## config.mk

```make
export PLATFORM = sky130hd
export DESIGN_NAME = snow64_icache_fill_responder
export DESIGN_NICKNAME = d
export VERILOG_FILES = /design/src/rtl/snow64_icache_fill_responder_pkg.sv /design/src/rtl/snow64_icache_fill_responder.sv
export SDC_FILE = /design/constraint.sdc
export NUM_CORES = 1
export LEC_CHECK = 0
export CORE_AREA = 3 3 178 180
export CTS_CLUSTER_SIZE = 12
export DETAILED_ROUTE_END_ITERATION = 6
export DIE_AREA = 0 0 181 183
export PLACE_DENSITY = 0.8
export SYNTH_ARGS = -nofsm -noshare
export SYNTH_HDL_FRONTEND = slang
export SYNTH_SLANG_ARGS = --single-unit
export TNS_END_PERCENT = 20
```

## constraint.sdc

```tcl
create_clock -name clk -period 3.64 [get_ports clk]
set_input_delay 0.546 -clock clk [delete_from_list [all_inputs] [get_ports clk]]
set_output_delay 0.546 -clock clk [all_outputs]
set_load 0.005 [all_outputs]
```

## src/rtl/snow64_icache_fill_responder_pkg.sv

```systemverilog
// Shared types for the instruction-cache line-fill responder: FSM state,
// beat geometry helpers and the partial-port structs for cache and memory sides.
package PkgSnow64InstrCache;

    localparam int unsigned ADDR_WIDTH__ICACHE_FILL = 64;
    localparam int unsigned LINE_WIDTH__ICACHE_FILL = 256;
    localparam int unsigned BEAT_WIDTH__ICACHE_FILL = 64;

    localparam int unsigned MSB_POS__LINE_DATA = LINE_WIDTH__ICACHE_FILL - 1;
    localparam int unsigned NUM_BEATS__ICACHE_FILL =
        LINE_WIDTH__ICACHE_FILL / BEAT_WIDTH__ICACHE_FILL;
    localparam int unsigned BEAT_OFFSET__ICACHE_FILL = BEAT_WIDTH__ICACHE_FILL / 8;
    localparam int unsigned LINE_OFFSET__ICACHE_FILL = LINE_WIDTH__ICACHE_FILL / 8;

    typedef enum logic [1:0] {
        FILL_IDLE,
        FILL_ISSUE,
        FILL_WAIT,
        FILL_DELIVER
    } IcacheFillState;

    function automatic int unsigned num_beats(input int unsigned line_w,
                                              input int unsigned beat_w);
        return line_w / beat_w;
    endfunction

    function automatic int unsigned beat_bytes(input int unsigned beat_w);
        return beat_w / 8;
    endfunction

    function automatic int unsigned line_bytes(input int unsigned line_w);
        return line_w / 8;
    endfunction

    typedef struct packed {
        logic                               req;
        logic [ADDR_WIDTH__ICACHE_FILL-1:0] addr;
    } PartialPortIn_InstrCache_FillReq;

    typedef struct packed {
        logic                               valid;
        logic [LINE_WIDTH__ICACHE_FILL-1:0] data;
        logic                               busy;
    } PartialPortOut_InstrCache_FillResp;

    typedef struct packed {
        logic                               req;
        logic [ADDR_WIDTH__ICACHE_FILL-1:0] addr;
    } PartialPortOut_InstrCache_MemAccess;

    typedef struct packed {
        logic                               gnt;
        logic                               rdata_valid;
        logic [BEAT_WIDTH__ICACHE_FILL-1:0] rdata;
    } PartialPortIn_InstrCache_MemAccess;

endpackage

```

## src/rtl/snow64_icache_fill_responder.sv

```systemverilog
// Memory-side line-fill responder for the instruction cache: fetches one line as
// in-order single-outstanding beats and returns it with a one-cycle valid pulse.
module snow64_icache_fill_responder
    import PkgSnow64InstrCache::*;
#(
    parameter int unsigned ADDR_WIDTH = 64,
    parameter int unsigned LINE_WIDTH = 256,
    parameter int unsigned BEAT_WIDTH = 64
) (
    input  logic                  clk,
    input  logic                  rst_n,

    input  logic                  cache_req,
    input  logic [ADDR_WIDTH-1:0] cache_addr,
    output logic                  cache_valid,
    output logic [LINE_WIDTH-1:0] cache_data,
    output logic                  busy,

    output logic                  mem_req,
    output logic [ADDR_WIDTH-1:0] mem_addr,
    input  logic                  mem_gnt,
    input  logic                  mem_rdata_valid,
    input  logic [BEAT_WIDTH-1:0] mem_rdata
);

    localparam int unsigned NUM_BEATS  = num_beats(LINE_WIDTH, BEAT_WIDTH);
    localparam int unsigned BEAT_BYTES = beat_bytes(BEAT_WIDTH);
    localparam int unsigned LINE_BYTES = line_bytes(LINE_WIDTH);
    localparam int unsigned CNT_W      = (NUM_BEATS > 1) ? $clog2(NUM_BEATS) : 1;

    localparam logic [CNT_W-1:0]      LAST_BEAT   = CNT_W'(NUM_BEATS - 1);
    localparam logic [ADDR_WIDTH-1:0] BEAT_STRIDE = ADDR_WIDTH'(BEAT_BYTES);
    localparam logic [ADDR_WIDTH-1:0] LINE_OFFSET = ADDR_WIDTH'(LINE_BYTES - 1);

    IcacheFillState                       state_q;
    logic [CNT_W-1:0]                     beat_cnt_q;
    logic [NUM_BEATS-1:0][BEAT_WIDTH-1:0] line_q;
    logic                                 cache_valid_q;
    logic                                 mem_req_q;
    logic [ADDR_WIDTH-1:0]                mem_addr_q;

    logic [ADDR_WIDTH-1:0] line_base_d;
    logic [ADDR_WIDTH-1:0] beat_addr_d;

    assign line_base_d = cache_addr & ~LINE_OFFSET;
    // Base is line-aligned, so stepping by one beat never carries out of the line.
    assign beat_addr_d = mem_addr_q + BEAT_STRIDE;

    always_ff @(posedge clk or negedge rst_n) begin
        if (!rst_n) begin
            state_q       <= FILL_IDLE;
            beat_cnt_q    <= '0;
            line_q        <= '0;
            cache_valid_q <= 1'b0;
            mem_req_q     <= 1'b0;
            mem_addr_q    <= '0;
        end else begin
            case (state_q)
                FILL_IDLE: begin
                    cache_valid_q <= 1'b0;
                    if (cache_req) begin
                        mem_addr_q <= line_base_d;
                        beat_cnt_q <= '0;
                        mem_req_q  <= 1'b1;
                        state_q    <= FILL_ISSUE;
                    end
                end
                FILL_ISSUE: begin
                    if (mem_gnt) begin
                        mem_req_q <= 1'b0;
                        state_q   <= FILL_WAIT;
                    end
                end
                FILL_WAIT: begin
                    if (mem_rdata_valid) begin
                        line_q[beat_cnt_q] <= mem_rdata;
                        if (beat_cnt_q == LAST_BEAT) begin
                            cache_valid_q <= 1'b1;
                            state_q       <= FILL_DELIVER;
                        end else begin
                            beat_cnt_q <= beat_cnt_q + CNT_W'(1);
                            mem_addr_q <= beat_addr_d;
                            mem_req_q  <= 1'b1;
                            state_q    <= FILL_ISSUE;
                        end
                    end
                end
                FILL_DELIVER: begin
                    cache_valid_q <= 1'b0;
                    state_q       <= FILL_IDLE;
                end
                default: begin
                    cache_valid_q <= 1'b0;
                    mem_req_q     <= 1'b0;
                    state_q       <= FILL_IDLE;
                end
            endcase
        end
    end

    assign cache_valid = cache_valid_q;
    assign cache_data  = line_q;
    assign busy        = (state_q != FILL_IDLE);
    assign mem_req     = mem_req_q;
    assign mem_addr    = mem_addr_q;

endmodule
```

# ---- Yosys cells after proc, flatten, opt, wreduce, memory -nomap -nowiden
# Index checks and enable logic that the tools add are counted.
dict set report word_totals {
  mem_bits_rw 0
  mem_bits_ro 0
  memories 0
  latchBits 0
  elab_cells 58
  in_bits 133
  regBits 326
}
dict set report classes {
  eq_ne 9
  bitwise_logic 0
  n_mux 24
  shift 0
  multipliers 0
  order_cmp 2
  n_reduce_logical 12
  div 0
  add_sub_neg 2
}
# operator n
set op_table {}
lappend op_table {{bitwise mux 256 bit} 1}
lappend op_table {{2-to-1 mux 64 bit} 4}
lappend op_table {{demux 64 bit (select 2 bit)} 1}
lappend op_table {{case mux 64 bit (2 select lines)} 1}
lappend op_table {{adder 64 x 4 -> 64 bit (second input constant)} 1}
lappend op_table {{2-to-1 mux 2 bit} 7}
lappend op_table {{!= test 2 bit (second input constant)} 5}
lappend op_table {{case mux 2 bit (4 select lines)} 1}
lappend op_table {{equality test 2 bit (second input constant)} 3}
lappend op_table {{2-to-1 mux 1 bit} 6}
lappend op_table {{AND reduction 3 bit} 2}
lappend op_table {{nonzero test 2 bit} 3}
lappend op_table {{AND reduction 5 bit} 1}
lappend op_table {{case mux 2 bit (2 select lines)} 1}
lappend op_table {{AND reduction 4 bit} 1}
lappend op_table {{< comparator 2 x 3 -> 1 bit (second input constant)} 1}
lappend op_table {{case mux 1 bit (3 select lines)} 1}
lappend op_table {{nonzero test 3 bit} 1}
lappend op_table {{adder 2 x 1 -> 2 bit (second input constant)} 1}
lappend op_table {{equality test 2 x 1 -> 1 bit (second input constant)} 1}
lappend op_table {{>= comparator 2 x 1 -> 1 bit (second input constant)} 1}
lappend op_table {{logical NOT 2 bit} 1}
lappend op_table {{case mux 1 bit (2 select lines)} 1}
lappend op_table {{AND reduction 2 bit} 1}
lappend op_table {{2 further kinds} 2}

# ---- Depth between registers and ports, before layout
dict set report logic_depth {
  ltp_word 5
  mapped_depth 10
}

# ---- Worst setup path after synthesis
# OpenSTA, ideal clock, no wires.
dict set report synth_timing {
  path_type {reg-to-reg}
  startpoint {register mem_addr_q[8] (netlist: mem_addr[8])}
  endpoint {register mem_addr_q[61] (netlist: mem_addr[61])}
  path_buffers 1
  setup_time_ns 0.137
  t_arrival_ns 2.282
  path_stages_with_launch 8
  setup_slack_ns 1.221
  path_cell_list {dfrtp_1 -> nand3_4 -> or4_4 -> or4_1 -> buf_2 -> o32a_1 -> o21ai_1 -> o211ai_1}
}
dict set report synth_via {
  elab_chain_cells 4
}
# element line_no
set synth_rtl {}
lappend synth_rtl {{start: declaration} snow64_icache_fill_responder.sv:40} ;# logic [ADDR_WIDTH-1:0] mem_addr_q;
lappend synth_rtl {{start signal: assignment} snow64_icache_fill_responder.sv:62} ;# mem_addr_q <= line_base_d;
lappend synth_rtl {{start signal: assignment} snow64_icache_fill_responder.sv:82} ;# mem_addr_q <= beat_addr_d;
lappend synth_rtl {{adder 64 x 4 -> 64 bit} snow64_icache_fill_responder.sv:47} ;# assign beat_addr_d = mem_addr_q + BEAT_STRIDE;
lappend synth_rtl {{2-to-1 mux 64 bit} snow64_icache_fill_responder.sv:77} ;# if (beat_cnt_q == LAST_BEAT) begin
lappend synth_rtl {{2-to-1 mux 64 bit} snow64_icache_fill_responder.sv:75} ;# if (mem_rdata_valid) begin
lappend synth_rtl {{case mux 64 bit (2 select lines)} snow64_icache_fill_responder.sv:58} ;# case (state_q)
# Every way passes these cells. The select of a mux whose other input is x is not followed.
# A chain may end at the register's enable or synchronous reset.

# ---- Worst setup path after layout
dict set report layout_timing {
  startpoint {register state_q[0]}
  endpoint {register line_q, in the netlist cache_data[44]}
}
dict set report layout_via {
  elab_chain_cells 2
}
# element line_no
set layout_rtl {}
lappend layout_rtl {{start: declaration} snow64_icache_fill_responder.sv:35} ;# IcacheFillState state_q;
lappend layout_rtl {{start signal: assignment} snow64_icache_fill_responder.sv:51} ;# state_q <= FILL_IDLE;
lappend layout_rtl {{start signal: assignment} snow64_icache_fill_responder.sv:65} ;# state_q <= FILL_ISSUE;
lappend layout_rtl {{start signal: assignment} snow64_icache_fill_responder.sv:71} ;# state_q <= FILL_WAIT;
lappend layout_rtl {{equality test 2 bit} snow64_icache_fill_responder.sv:58}
lappend layout_rtl {{AND reduction 2 bit (no source line)} n/a}
lappend layout_rtl {{end signal: indexed assignment} snow64_icache_fill_responder.sv:76} ;# line_q[beat_cnt_q] <= mem_rdata;
lappend layout_rtl {{end: declaration} snow64_icache_fill_responder.sv:37} ;# logic [NUM_BEATS-1:0][BEAT_WIDTH-1:0] line_q;
# Every way passes these cells.

==> flow_summary.ini <==
[run_status]
outcome = finished clean

[synth]
synth-edff-count = 0
synth_area_leaders = dfrtp_1 (57%), mux2_2 (20%), nand2_1 (4.0%)
synth_seq_cells = 323
syn-cell-area_mm2 = 0.0141
ys_seq_area_share_pct = 57.2
yosysTopAreaCell = dfrtp_1
synth.distinct_cells = 55
ys.flop_type = dfrtp_1
yosysWarnings = 0
synth.avg_cell_area_um2 = 12.4
yosysTopAreaCellShare_pct = 57.2
async_flop_share_pct = 100
synth_cells = 1136

[global_route]
grt_pass1_wl_um = 70600
antenna_found_initial = 0
grtUsageTotal_pct = 27.0
grt_max_degree = 114
grt_pass1_vias = 11800
overflow = 0

[setup_path]
path_delay_family = simple AND/OR/NAND/NOR gates
critPathLaunchType = flop
path_cells = inv_1 -> ha_2 -> nand3_4 -> buf_4 -> mux2_2
crit_buf_inv = 2
end_kind = flop
worstPathArrival_ns = 3.17
crit_slowest_cell = nand3_4
critPathMaxFanout = 37
crit_type = reg2reg
required_ns = 4.03
slowest_delay_ns = 0.64

[placement]
dp_cells = 1933
port_buffers = 447
gp_congestion = 0.895
dp_hpwl_um = 32300

[drt]
dr.pass1.iters = 5
wl_per_cell_um = 23.0
drcViolationCount = 0
first_iter_violations = 809
ant_nets = 0
vias = 11200
vias_per_cell = 5.63
drt-total-wl_um = 45800

[floorplan]
start_util_pct = 46.6
num_io_pins = 456
dieArea_mm2 = 0.0331
core-area_mm2 = 0.0303
dieWidth_um = 181
row_count = 64
die_y_um = 183

[clock_network]
cts_tree = yes
cts_root_buffer = clkbuf_16
path_clk_slew_ns = 0.06
clock_latency_ns = 0.52
cts_resized = 0
cts_buffer_depth = 3
cts.sinks = 323
htree_levels = 2
tritoncts.num_buffers = 36

[sta]
rsz0062_at_grt = false
worst_clock_skew_ns = 0.0208
fin_setup_tns_ns = 0
timing.fmax_ghz = 0.360
relSlewSlack_pct = 44.4
fin_crit_ns = 2.78
tightest_slew_ns = 0.826
setup_viol = 0
finalMaxSlewViolations = 0
fin_crit_sh_pct = 76.4
hold_viol_final = 0

[power]
seqPwrFrac_pct = 36.9
p_leak_nw = 8.75
ir_drop_v = 0.000550
p_int_w = 0.0116
pwr-share-comb_pct = 42.1
power_density_mw_per_mm2 = 850
pwr-share-clk_pct = 21.0
switchingPower_w = 0.00559
p_sw_share_pct = 32.4

[job]
drv_cap = 0

[cells_and_area]
diodes = 0
n_fill_cell = 2169
layout-drive-gt1-share_pct = 21.9
area_delta_synth_final_pct = 43.3
finalNetCount = 1719
final_cell_count_no_fill = 1996

[worst_hold_path]
hp-class = reg2reg
[metrics by stage]
stage	area, um2	hold slack (ns)	worst slack [ns]	total power (W)	utilization, %
6_report	20300	0.502	0.859	0.0172	66.8
5_1_grt	20300	0.512	0.744	0.0181	66.8
2_1_floorplan	14100	0.250	1.22	0.00903	-
3_5_place_dp	19100	0.491	0.650	0.0136	62.9
3_3_place_gp	19100	0.487	0.681	0.0134	62.9
4_1_cts	20300	0.504	0.830	0.0173	66.8
[worst register-to-register path: cells and delay by family, from the launching register on]
family | cells | cell delay [ns]
mux | 1 | 0.35
buf+inv | 2 | 0.65
fa+ha+maj | 1 | 0.59
flops | 1 | 0.42
simple gates | 1 | 0.65
[cell usage after synthesis (9+ instances only)]
| cell | count |
|---|---|
| mux2i_1 | 26 |
| nand3_1 | 41 |
| nand4_1 | 23 |
| nor3_1 | 13 |
| dfrtp_1 | 323 |
| clkbuf_1 | 56 |
| nand2_1 | 149 |
| mux2_2 | 256 |
| inv_1 | 12 |
| o21ai_0 | 31 |
| and4_1 | 11 |
| and3_1 | 9 |
| ha_1 | 10 |
| a32oi_1 | 38 |
| a21oi_1 | 28 |
| nor2_1 | 24 |
[final timing paths]
| check | from | end | slack (ns) | cells past startpoint |
|---|---|---|---|---|
| min in group asynchronous | rst_n | mem_addr[42]$_DFFE_PN0P_ | 0.57 | 2 |
| max in group asynchronous | rst_n | cache_data[234]$_DFFE_PN0P_ | 2.13 | 3 |
| min reg2reg | cache_data[197]$_DFFE_PN0P_ | cache_data[197]$_DFFE_PN0P_ | 0.50 | 1 |
| min | cache_data[197]$_DFFE_PN0P_ | cache_data[197]$_DFFE_PN0P_ | 0.50 | 1 |
| max | state_q[0]$_DFFE_PN0P_ | cache_data[44]$_DFFE_PN0P_ | 0.86 | 5 |
| max reg2reg | state_q[0]$_DFFE_PN0P_ | cache_data[44]$_DFFE_PN0P_ | 0.86 | 5 |
[sequential cells by signal, summed over array words and instances, names as in the netlist]
register     flops
beat_cnt_q       2
cache_data     256
cache_valid      1
mem_addr        61
mem_req          1
state_q          2
[metal layers]
metal	track usage [%]	vias to the layer above	share of wire [%]
li1	-	4993	-
met5	0	-	0
met3	9.98	90	10
met2	45.6	542	49
met1	32.8	5612	38
met4	7.77	0	3.2
[placed cells by master (no fill, tap or decap), types with 3 or more instances in the layout]
master and n:
nand3_4 5, nand2_1 149, and2_1 8, and3_2 3
mux2_2 256, clkbuf_8 8, inv_1 12, clkbuf_16 36
ha_1 9, o22ai_1 7, a31oi_1 5, a32oi_1 38
mux2i_1 26, nand2b_1 4, nor3_1 12, buf_4 15
nor4_1 6, a21oi_1 27, nor2_1 24, or3_1 4
dfrtp_1 323, clkdlybuf4s50_1 446, clkbuf_1 11, buf_12 6
o21ai_0 31, and3_1 9, nand4_1 23, o31ai_1 4
nand3_1 37, and4_1 11, conb_1 3
[area by class of cell]
class | instances | area, um2 | area share [%]
repair buffers | 469 | 4720 | 23.3
inverters | 12 | 45.0 | 0.222
clock buffers | 55 | 1050 | 5.19
well taps | 396 | 495 | 2.44
clock inverters | 7 | 118 | 0.580
flip-flops and latches | 323 | 8080 | 39.9
multi-input cells | 734 | 5750 | 28.4
[kinds of logic after synthesis]
family | synth area share (%)
AO/OA/AOI/OAI | 6.25
adder cells (fa/ha/maj) | 0.885
buffers and inverters | 2.80
flip-flops | 57.2
multiplexers | 22.2
other | 0.0265
AND/OR/NAND/NOR | 10.7
[power groups by stage]
| stage | clock network [W] | registers [W] | logic [W] |
|---|---|---|---|
| 6_report | 0.00361 | 0.00636 | 0.00726 |
| 3_3_place_gp | 0 | 0.00625 | 0.00711 |
| 5_1_grt | 0.00382 | 0.00656 | 0.00777 |
| 3_5_place_dp | 0 | 0.00635 | 0.00724 |
| 4_1_cts | 0.00367 | 0.00633 | 0.00731 |
| 2_1_floorplan | 0 | 0.00629 | 0.00275 |
[repair_timing]
item | 4_1_cts | 5_1_grt
hold buffers | 1 | 0
hold endpoints to repair | 53 | 0
setup buffers | 0 | 0
endpoints found under the setup margin | 0 | 0
(Power assumes the default switching activity.)
